### config.mk
export PLATFORM = sky130hd
export DESIGN_NAME = rv32i_mc_ctrl
export DESIGN_NICKNAME = d
export VERILOG_FILES = /design/src/rtl/rv32i_mc_ctrl.sv
export SDC_FILE = /design/constraint.sdc
export NUM_CORES = 1
export LEC_CHECK = 0
export CORE_MARGIN = 1.5
export CORE_UTILIZATION = 50
export DETAILED_ROUTE_END_ITERATION = 8
export PLACE_DENSITY = 0.91
export SKIP_CTS_REPAIR_TIMING = 1
export SLEW_MARGIN = 5
export SYNTH_ARGS = -nofsm -noshare
export SYNTH_HDL_FRONTEND = slang
export SYNTH_SLANG_ARGS = --single-unit
### constraint.sdc
create_clock -name clk -period 3.25 [get_ports clk]
set_input_delay 0.4875 -clock clk [delete_from_list [all_inputs] [get_ports clk]]
set_output_delay 0.4875 -clock clk [all_outputs]
set_load 0.02 [all_outputs]
### src/rtl/rv32i_mc_ctrl.sv
// Main control FSM of the multicycle RV32I core: sequences fetch/decode/execute/
// memory/writeback over the shared datapath, counts retired instructions and traps.
module rv32i_mc_ctrl #(
  parameter int MEM_TMO = 16,
  parameter int CNT_W   = 32
) (
  input  logic             clk,
  input  logic             rst_n,
  input  logic [6:0]       opcode,
  input  logic             zero,
  input  logic             mem_ready,
  output logic             mem_req,
  output logic             mem_we,
  output logic             adr_src,
  output logic             ir_we,
  output logic             pc_we,
  output logic             reg_we,
  output logic [1:0]       alu_src_a,
  output logic [1:0]       alu_src_b,
  output logic [1:0]       result_src,
  output logic [1:0]       alu_op,
  output logic             trap,
  output logic [CNT_W-1:0] instret
);

  typedef enum logic [3:0] {
    S_FETCH, S_DECODE, S_MEMADR, S_MEMRD, S_MEMWR, S_MEMWB,
    S_EXEC_R, S_EXEC_I, S_ALUWB, S_BEQ, S_JAL, S_TRAP
  } state_e;

  localparam int TMO_W = (MEM_TMO > 0) ? $clog2(MEM_TMO + 1) : 1;
  localparam logic [TMO_W-1:0] TMO_L = TMO_W'(MEM_TMO);

  state_e           state_q, state_d;
  logic [TMO_W-1:0] wait_q, wait_d;
  logic [CNT_W-1:0] instret_q, instret_d;

  logic       mem_req_s, mem_we_s, adr_src_s, ir_we_s, reg_we_s, trap_s;
  logic       pc_update, branch, retire;
  logic [1:0] src_a_s, src_b_s, result_src_s, alu_op_s;

  // NOTE: every signal written here gets a default first so no path leaves it
  // unassigned; that is what keeps this block free of inferred latches.
  always_comb begin
    state_d      = state_q;
    mem_req_s    = 1'b0;
    mem_we_s     = 1'b0;
    adr_src_s    = 1'b0;
    ir_we_s      = 1'b0;
    reg_we_s     = 1'b0;
    trap_s       = 1'b0;
    pc_update    = 1'b0;
    branch       = 1'b0;
    retire       = 1'b0;
    src_a_s      = 2'b00;
    src_b_s      = 2'b00;
    result_src_s = 2'b00;
    alu_op_s     = 2'b00;

    unique case (state_q)
      S_FETCH: begin
        mem_req_s    = 1'b1;
        src_b_s      = 2'b10;
        alu_op_s     = 2'b01;
        result_src_s = 2'b10;
        if (mem_ready) begin
          ir_we_s   = 1'b1;
          pc_update = 1'b1;
          state_d   = S_DECODE;
        end
      end
      S_DECODE: begin
        src_a_s  = 2'b01;
        src_b_s  = 2'b01;
        alu_op_s = 2'b01;
        case (opcode)
          7'b0000011, 7'b0100011: state_d = S_MEMADR;
          7'b0110011:             state_d = S_EXEC_R;
          7'b0010011:             state_d = S_EXEC_I;
          7'b1100011:             state_d = S_BEQ;
          7'b1101111:             state_d = S_JAL;
          default:                state_d = S_TRAP;
        endcase
      end
      S_MEMADR: begin
        src_a_s  = 2'b10;
        src_b_s  = 2'b01;
        alu_op_s = 2'b01;
        state_d  = opcode[5] ? S_MEMWR : S_MEMRD;
      end
      S_MEMRD: begin
        mem_req_s = 1'b1;
        adr_src_s = 1'b1;
        if (mem_ready) state_d = S_MEMWB;
      end
      S_MEMWR: begin
        mem_req_s = 1'b1;
        mem_we_s  = 1'b1;
        adr_src_s = 1'b1;
        if (mem_ready) begin
          retire  = 1'b1;
          state_d = S_FETCH;
        end
      end
      S_MEMWB: begin
        result_src_s = 2'b01;
        reg_we_s     = 1'b1;
        retire       = 1'b1;
        state_d      = S_FETCH;
      end
      S_EXEC_R: begin
        src_a_s = 2'b10;
        state_d = S_ALUWB;
      end
      S_EXEC_I: begin
        src_a_s  = 2'b10;
        src_b_s  = 2'b01;
        alu_op_s = 2'b10;
        state_d  = S_ALUWB;
      end
      S_ALUWB: begin
        reg_we_s = 1'b1;
        retire   = 1'b1;
        state_d  = S_FETCH;
      end
      S_BEQ: begin
        src_a_s  = 2'b10;
        alu_op_s = 2'b11;
        branch   = 1'b1;
        retire   = 1'b1;
        state_d  = S_FETCH;
      end
      // JAL only redirects the PC here; its single retire happens in ALUWB.
      S_JAL: begin
        src_a_s   = 2'b01;
        src_b_s   = 2'b10;
        alu_op_s  = 2'b01;
        pc_update = 1'b1;
        state_d   = S_ALUWB;
      end
      S_TRAP:  trap_s  = 1'b1;
      default: state_d = S_TRAP;
    endcase

    // The wait count only survives a cycle spent stalled in the same access.
    wait_d = '0;
    if (MEM_TMO > 0 && mem_req_s && !mem_ready) begin
      wait_d = wait_q + 1'b1;
      if (wait_d == TMO_L) state_d = S_TRAP;
    end

    instret_d = instret_q + CNT_W'(retire);
  end

  // NOTE: state registers use non-blocking assignments so every flop samples
  // the pre-edge values computed above, independent of statement order.
  always_ff @(posedge clk) begin
    if (!rst_n) begin
      state_q   <= S_FETCH;
      wait_q    <= '0;
      instret_q <= '0;
    end else begin
      state_q   <= state_d;
      wait_q    <= wait_d;
      instret_q <= instret_d;
    end
  end

  assign mem_req    = rst_n & mem_req_s;
  assign mem_we     = rst_n & mem_we_s;
  assign adr_src    = rst_n & adr_src_s;
  assign ir_we      = rst_n & ir_we_s;
  assign pc_we      = rst_n & (pc_update | (branch & zero));
  assign reg_we     = rst_n & reg_we_s;
  assign trap       = rst_n & trap_s;
  assign alu_src_a  = {2{rst_n}} & src_a_s;
  assign alu_src_b  = {2{rst_n}} & src_b_s;
  assign result_src = {2{rst_n}} & result_src_s;
  assign alu_op     = {2{rst_n}} & alu_op_s;
  assign instret    = rst_n ? instret_q : '0;

endmodule

# Word-level counts from Yosys, hierarchy flattened
# Cells that the tools add are included.
dict set report totals {
  ff_bits 41
  output_inout_bits 47
  word_cells 74
}
dict set report op_classes {
  n_addsub 2
  eq_ne 18
  n_mux 23
  bitwise_logic 13
  n_reduce_logical 15
}
# op count
set ops {}
lappend ops {{$add 32x1->32} 1}
lappend ops {{$mux 32} 1}
lappend ops {{$pmux 4 s8} 1}
lappend ops {{$mux 4} 5}
lappend ops {{$pmux 4 s5} 1}
lappend ops {{$eq 4x3->1 const B} 4}
lappend ops {{$eq 4x4->1 const B} 4}
lappend ops {{$eq 7x6->1 const B} 2}
lappend ops {{$eq 7x7->1 const B} 2}
lappend ops {{$pmux 2 s2} 3}
lappend ops {{$reduce_or 3->1} 4}
lappend ops {{$reduce_or 2->1} 5}
lappend ops {{$and 1x1->1} 8}
lappend ops {{$and 2x2->2} 4}
lappend ops {{$eq 4x2->1 const B} 2}
lappend ops {{$mux 1} 8}
lappend ops {{$reduce_or 4->1} 2}
lappend ops {{$eq 7x2->1 const B} 1}
lappend ops {{$eq 7x5->1 const B} 1}
lappend ops {{$pmux 2 s3} 1}
lappend ops {{$add 5x1->5 const B} 1}
lappend ops {{$eq 5x5->1 const B} 1}
lappend ops {{$eq 4x1->1 const B} 1}
lappend ops {{$logic_not 4->1} 1}
lappend ops {{6 further kinds} 7}

# Longest topological paths before layout
dict set report logic_depth {
  depth_word 6
  ltp_mapped 11
}

# Worst setup path after synthesis
# Ideal clock, no wire load.
dict set report synth_path {
  path_kind {register to register}
  from {reg state_q[0]}
  to {reg instret_q[18]}
  setup_ns 0.128
  arrival_time_ns 2.473
  required_time_ns 3.122
  slack_ns 0.650
  stages_incl_launch_ff 12
  n_path_buf 2
  path_cell_list {dfxtp_1 > clkbuf_1 > clkbuf_1 > o21ai_0 > a21oi_1 > ha_1 > ha_1 > nand3_1 > nor4_2 > nand3_1 > xor2_1 > nor2_1}
}
dict set report synth_between {
  elab_chain_cells 4
}
# item line_no
set synth_lines {}
lappend synth_lines {{from (decl)} 34} ;# state_e state_q, state_d;
lappend synth_lines {{from (signal assigned)} 163} ;# state_q <= state_d;
lappend synth_lines {{$eq 4x4->1 or $eq 4x3->1 (tied branches)} 60} ;# unique case (state_q)
lappend synth_lines {{$reduce_or 3->1 (no source line)} n/a}
lappend synth_lines {{$pmux 1 s2 (*)} 60}
lappend synth_lines {{$add 32x1->32 (*)} 152} ;# instret_d = instret_q + CNT_W'(retire);
lappend synth_lines {{to (signal assigned)} 165} ;# instret_q <= instret_d;
lappend synth_lines {{to (decl)} 36} ;# logic [CNT_W-1:0] instret_q, instret_d;
# Mark *: on every way between the ends. The rest lies on a longest branch, timed or not.
# A chain may end at the register's enable or synchronous reset.

# Worst setup path after layout
dict set report layout_path {
  from {reg state_q[2]}
  to {reg instret_q[26]}
}
# The elaborated chain is that of the path after synthesis.

==> flow_summary.json <==
{
  "cts_buffer_depth": 2,
  "synth.area.top_cells": "dfxtp_1, and2_1, nor2_1",
  "seq_area_um2": 821,
  "layout-drive-gt1-share_pct": 6.65,
  "crit_chain": "nor2b_1, o21ai_0, a21oi_1, ha_1, ha_1, nand3_1, nor2_1, nand4_2, or3_1, a21oi_1",
  "mappedNetlistNets": 317,
  "slew_headroom_pct": 53.2,
  "die_area_um2": 5210,
  "design_area_um2": 3130,
  "grt-ovfl-total": 0,
  "r2r_slack_ns": 0.41,
  "rows": 24,
  "multi_input_area_um2": 1510,
  "numCtsBuffers": 5,
  "routed_via_density": 5.70,
  "cts_tree": "done",
  "min_path_type": "flip-flop to flip-flop",
  "end_kind": "flip-flop",
  "wire_per_inst_um": 13.9,
  "synth_async_sr_flop_share_pct": 0,
  "area_growth_pct": 30.8,
  "worstSkewPairLatency_ns": 0.29,
  "reg2reg_depth": 10,
  "slew_viol_final": 0,
  "status": "finished, final reports clean",
  "final_common_cell": "clkdlybuf4s50_1",
  "comb_power_share_pct": 28.0,
  "yosys_warnings": 0,
  "fin_cells": 413,
  "htreeDepth": 2,
  "startpoint": "state_q[2]$_SDFF_PN0_",
  "power.density_nw_per_um2": 406,
  "syn_avg_cell_area_um2": 7.93,
  "yosysSeqAreaShare_pct": 34.3,
  "slowest_stage": "dfxtp_1",
  "fmax_ghz": 0.352,
  "diodes": 0,
  "core_um2": 4470,
  "synth_enable_flop_cells": 0,
  "setup_tns_ns": 0,
  "syn_area_um2": 2390,
  "holdWs_ns": 0.507,
  "clkTransAtPathRegs_ns": 0.08,
  "cts_sinks": 41,
  "synth_flop_cell": "dfxtp_1",
  "skew_ns": 0.0121,
  "hold_violations": 0,
  "clkPwrFrac_pct": 26.8,
  "worstPathRequired_ns": 3.47,
  "gp_congestion": 0.949,
  "critPathTopFamily": "simple AND/OR/NAND/NOR gates",
  "pin_count": 58,
  "postSynthCellCount": 302,
  "max_stage_delay_ns": 0.59,
  "r2r_end": "instret_q[26]$_SDFF_PN0_",
  "fp.dieH_um": 72.2,
  "vias": 2353,
  "wl_um": 5740,
  "cp-start-kind": "flip-flop",
  "grt_max_degree": 23,
  "finalSetupViolCount": 0,
  "yosysTopAreaCell": "dfxtp_1",
  "dp.cells": 406,
  "power_leakage_nw": 1.15,
  "synth_cell_types": 46,
  "fillCellCount": 363,
  "crit_fanout": 14,
  "p_sw_w": 0.000411,
  "maxCapViolCount": 0,
  "grt.total_usage_pct": 23.1,
  "io_buffers": 57,
  "worst_pin_slew_ns": 0.701,
  "dr.pass1.iters": 4,
  "grt_setup_unrepaired": "no",
  "cp.arrival_ns": 3.06,
  "cp_num_cells": 10,
  "post-route-util_pct": 70.0,
  "swShare_pct": 32.4,
  "period_needed_ns": 2.84,
  "grt_pass1_vias": 2199,
  "yosysTopAreaCellShare_pct": 34.3,
  "cp_num_buf_inv": 0,
  "antenna_left": 0,
  "fin_crit_sh_pct": 87.4,
  "power_frac_seq_pct": 45.2,
  "final_nets": 376,
  "final_cell_mix": "clkdlybuf4s50_1, nor2_1, dfxtp_1",
  "ir_drop_mv": 0.226,
  "drc": 0,
  "die_x_um": 72.2,
  "endpoint": "instret_q[26]$_SDFF_PN0_",
  "r2r_start": "state_q[2]$_SDFF_PN0_",
  "antenna_found_initial": 0,
  "intPower_w": 0.000858,
  "drtIter0Drc": 167,
  "grt_pass1_wl_um": 9610,
  "hold_start": "wait_q[0]$_SDFF_PN0_",
  "dp_hpwl_um": 4180,
  "start_util_pct": 53.5,
  "worstSetupPathType": "flip-flop to flip-flop",
  "ys_ff_latch": 41,
  "cts-root-buf": "clkbuf_8",
  "post_dp_cell_area_um2": 3040
}
power groups by stage:
stage | Sequential, W | Clock [W] | Combinational (W)
6_report | 0.000574 | 0.000340 | 0.000356
5_1_grt | 0.000580 | 0.000368 | 0.000393
4_1_cts | 0.000572 | 0.000346 | 0.000354
3_5_place_dp | 0.000583 | 0 | 0.000349
3_3_place_gp | 0.000580 | 0 | 0.000340
2_1_floorplan | 0.000549 | 0 | 0.000253
per-stage QoR:
stage / total power, W / setup WS (ns)
3_5_place_dp: 0.000932 / 0.339
3_3_place_gp: 0.000920 / 0.516
6_report: 0.00127 / 0.410
2_1_floorplan: 0.000802 / 0.650
5_1_grt: 0.00134 / 0.130
4_1_cts: 0.00127 / 0.421
registers in the layout, summed over array words and instances, names as in the netlist:
name	flops
instret_q	32
state_q	4
wait_q	5
worst min path at each step:
| stage | end | slack [ns] | cells after the start |
|---|---|---|---|
| after floorplan | wait_q[0]$_SDFF_PN0_ | 0.45 | 1 |
| after global placement | wait_q[0]$_SDFF_PN0_ | 0.47 | 1 |
| after CTS | wait_q[0]$_SDFF_PN0_ | 0.50 | 1 |
| after detailed placement | wait_q[0]$_SDFF_PN0_ | 0.49 | 1 |
| final | wait_q[0]$_SDFF_PN0_ | 0.51 | 1 |
| after global routing | wait_q[0]$_SDFF_PN0_ | 0.55 | 1 |
kinds of logic (layout without fill, tap and decap cells):
kind of cell    after synthesis  in the layout  share of synthesized area (%)
simple gates                169            169                           39.2
buf+inv                      17             76                           2.67
fa+ha+maj                     4              4                           2.09
compound gates               41             41                           10.6
mux                           3              3                           1.31
flops                        41             41                           34.3
xor+xnor                     27             27                           9.88
synth_stat cells, types with 3 or more instances:
| master | number |
|---|---|
| nor2_1 | 50 |
| dfxtp_1 | 41 |
| and2_1 | 35 |
| nand3_1 | 17 |
| xor2_1 | 17 |
| a21oi_1 | 15 |
| nand2_1 | 12 |
| clkbuf_1 | 11 |
| xnor2_1 | 10 |
| nand2b_1 | 9 |
| nand4_1 | 9 |
| o21ai_0 | 9 |
| and3_1 | 8 |
| or3_1 | 8 |
| ha_1 | 4 |
| inv_1 | 4 |
| nor3_1 | 4 |
| o211ai_1 | 3 |
final cells by class:
cell class / count / share of cell area, %
tap: 52 / 2.08
multi-input combinational: 244 / 48.2
inverter: 4 / 0.480
clock buffer: 6 / 2.64
clock inverter: 1 / 0.240
timing repair buffer: 65 / 20.1
sequential: 41 / 26.2
metal layers:
| metal | up-vias | track usage, % | part of all wire (%) | routed length (µm) |
|---|---|---|---|---|
| met5 | - | 0 | 0 | 0 |
| met4 | 0 | 9.85 | 2.1 | 118 |
| li1 | 1162 | - | - | - |
| met3 | 12 | 4.86 | 5.2 | 300 |
| met2 | 86 | 38.5 | 48 | 2750 |
| met1 | 1093 | 29.2 | 45 | 2570 |
Note: power is estimated with default switching activity, not from simulation.
==> RTL change (same flow settings) <==
`CNT_W`: 32 -> 16.
--- a/src/rtl/rv32i_mc_ctrl.sv
+++ b/src/rtl/rv32i_mc_ctrl.sv
@@ -3,5 +3,5 @@
 module rv32i_mc_ctrl #(
   parameter int MEM_TMO = 16,
-  parameter int CNT_W   = 32
+  parameter int CNT_W   = 16
 ) (
   input  logic             clk,
Ports: changed (resized instret); port bits go from 58 to 42. No check against the original RTL was run, so the function may have changed too.
==> RTL change against the original RTL <==
- design area shrank 35%
- critical path type is now input pin to output pin
- highest routed layer unchanged
- synthesized area shrank 34%
- die area shrank 33%
- critical endpoint is now pc_we
- total power shrank 28%
- sequential cell count shrank 16
- sequential share of layout area shrank 1.6 points
- clock power shrank 60%
- synthesized cell count shrank 33%
- routed wire length shrank 40%
- clock skew is essentially flat
- largest cell class unchanged
- worst setup slack lost 0.13 ns
==> RTL change: results (changes against the original RTL) <==
metric;value;unit;change
status;finished, final reports clean;;
gp_congestion;0.846;;-11%
fin_worst_skew;0.0117;ns;-0.000393 ns
drive_gt1_share;5.46;%;-1.2 points
finalWirelength;3440;µm;-40%
hp-class;flip-flop to flip-flop;;
ys.flop_type;dfxtp_1;;
cts_buffers;3;;-2
synth_area_leaders;dfxtp_1, and2_1, xor2_1;;
synth_common_cells;dfxtp_1, nor2_1, and2_1;;
placedCellCount;278;;-32%
worst_pin_slew;0.627;ns;-0.0740 ns
r2r_cells;8;;-2
synth_async_sr_flop_share;0;%;unchanged
reg_top3;instret_q (16), wait_q (5), state_q (4);;
root_buffer;clkbuf_4;;
first_pass_iters;4;;unchanged
num_antenna_cells;0;;unchanged
synth-edff-count;0;;unchanged
clk_path_buf_depth;2;;unchanged
ir_drop;209;µV;-7.5%
clkTransAtPathRegs;0.14;ns;+0.06 ns
grt_start_max_net_pins;23;;unchanged
p_int;560;µW;-35%
antenna_found_initial;0;;unchanged
hpwl;2630;µm;-37%
min_path_cells;2;;+1
syn_nets;217;;-32%
path_max_fanout;7;;-7
vias;1493;;-37%
drtIter0Drc;74;;-56%
synth_area_per_cell;7.84;µm²;-1.1%
grt_use_total;21.0;%;-2.1 points
p_leak;0.000755;µW;-35%
clk_latency;0.32;ns;+0.03 ns
wire_per_inst;12.2;µm;-12%
crit_arrival;2.49;ns;-0.57 ns
htree_levels;1;;-1
grt_pass1_wl;5750;µm;-40%
synth_cell_types;46;;unchanged
yosysSeqAreaShare;31.6;%;-2.7 points
synth.yosys.warnings;0;;unchanged
port_buffers;41;;-28%
grt_pass1_vias;1289;;-41%
fin_setup_tns;0;ns;unchanged
num-nets-final;254;;-32%
place_area;2010;µm²;-34%
## RTL change: cell count changes after synthesis, sizes merged, moves of 4 or more
cell,delta
a21oi,-6
and2,-12
dfxtp,-16
nand2,+4
nand2b,-5
nand3,-11
nand4,-5
nor2,-25
o21ai,-4
xnor2,-6
xor2,-6
## RTL change: per-layer routing
layer | part of all wire, % | global-route usage [%]
met3 | 4.6 | 2.62
met1 | 46 | 27.3
met5 | 0 | 0
met4 | 1.3 | 8.77
met2 | 48 | 35.0
## RTL change: final cells by class
type | count | area (µm²)
multi-input combinational | 161 | 1000
fill | 260 | 993
sequential | 25 | 500
timing repair buffer | 44 | 433
tap | 44 | 55.1
clock buffer | 3 | 22.5
inverter | 4 | 15.0
clock inverter | 1 | 5.00
## RTL change: path summary, 6_finish.rpt
path,slack [ns],startpoint,endpoint
hold reg to reg,0.49,instret_q[15],instret_q[15]
setup reg to reg,0.66,state_q[2],instret_q[15]
setup / recovery,0.28,mem_ready,pc_we
hold / removal,0.49,instret_q[15],instret_q[15]
## RTL change: power groups by stage
stage	Combinational, µW	Clock (µW)	Sequential [µW]
3_5_place_dp	376	0	410
3_3_place_gp	371	0	408
4_1_cts	377	143	402
6_report	377	137	403
5_1_grt	414	154	414
2_1_floorplan	295	0	354
## RTL change: cells by family after synthesis
group,Yosys count,synth area share (%)
xor gates and xnor gates,15,8.29
AOI/OAI and AO/OA,31,12.7
adders and majority gates,4,3.16
buffers and inverters,16,5.05
and+or+nand+nor,110,38.5
muxes,1,0.711
DFF,25,31.6
## RTL change: worst max-delay path, stage by stage
cell and delay (ns):
clkdlybuf4s50_1 0.58, or3b_2 0.47, a21oi_1 0.15, a41oi_1 0.07, nor2_1 0.13, clkdlybuf4s50_1 0.61
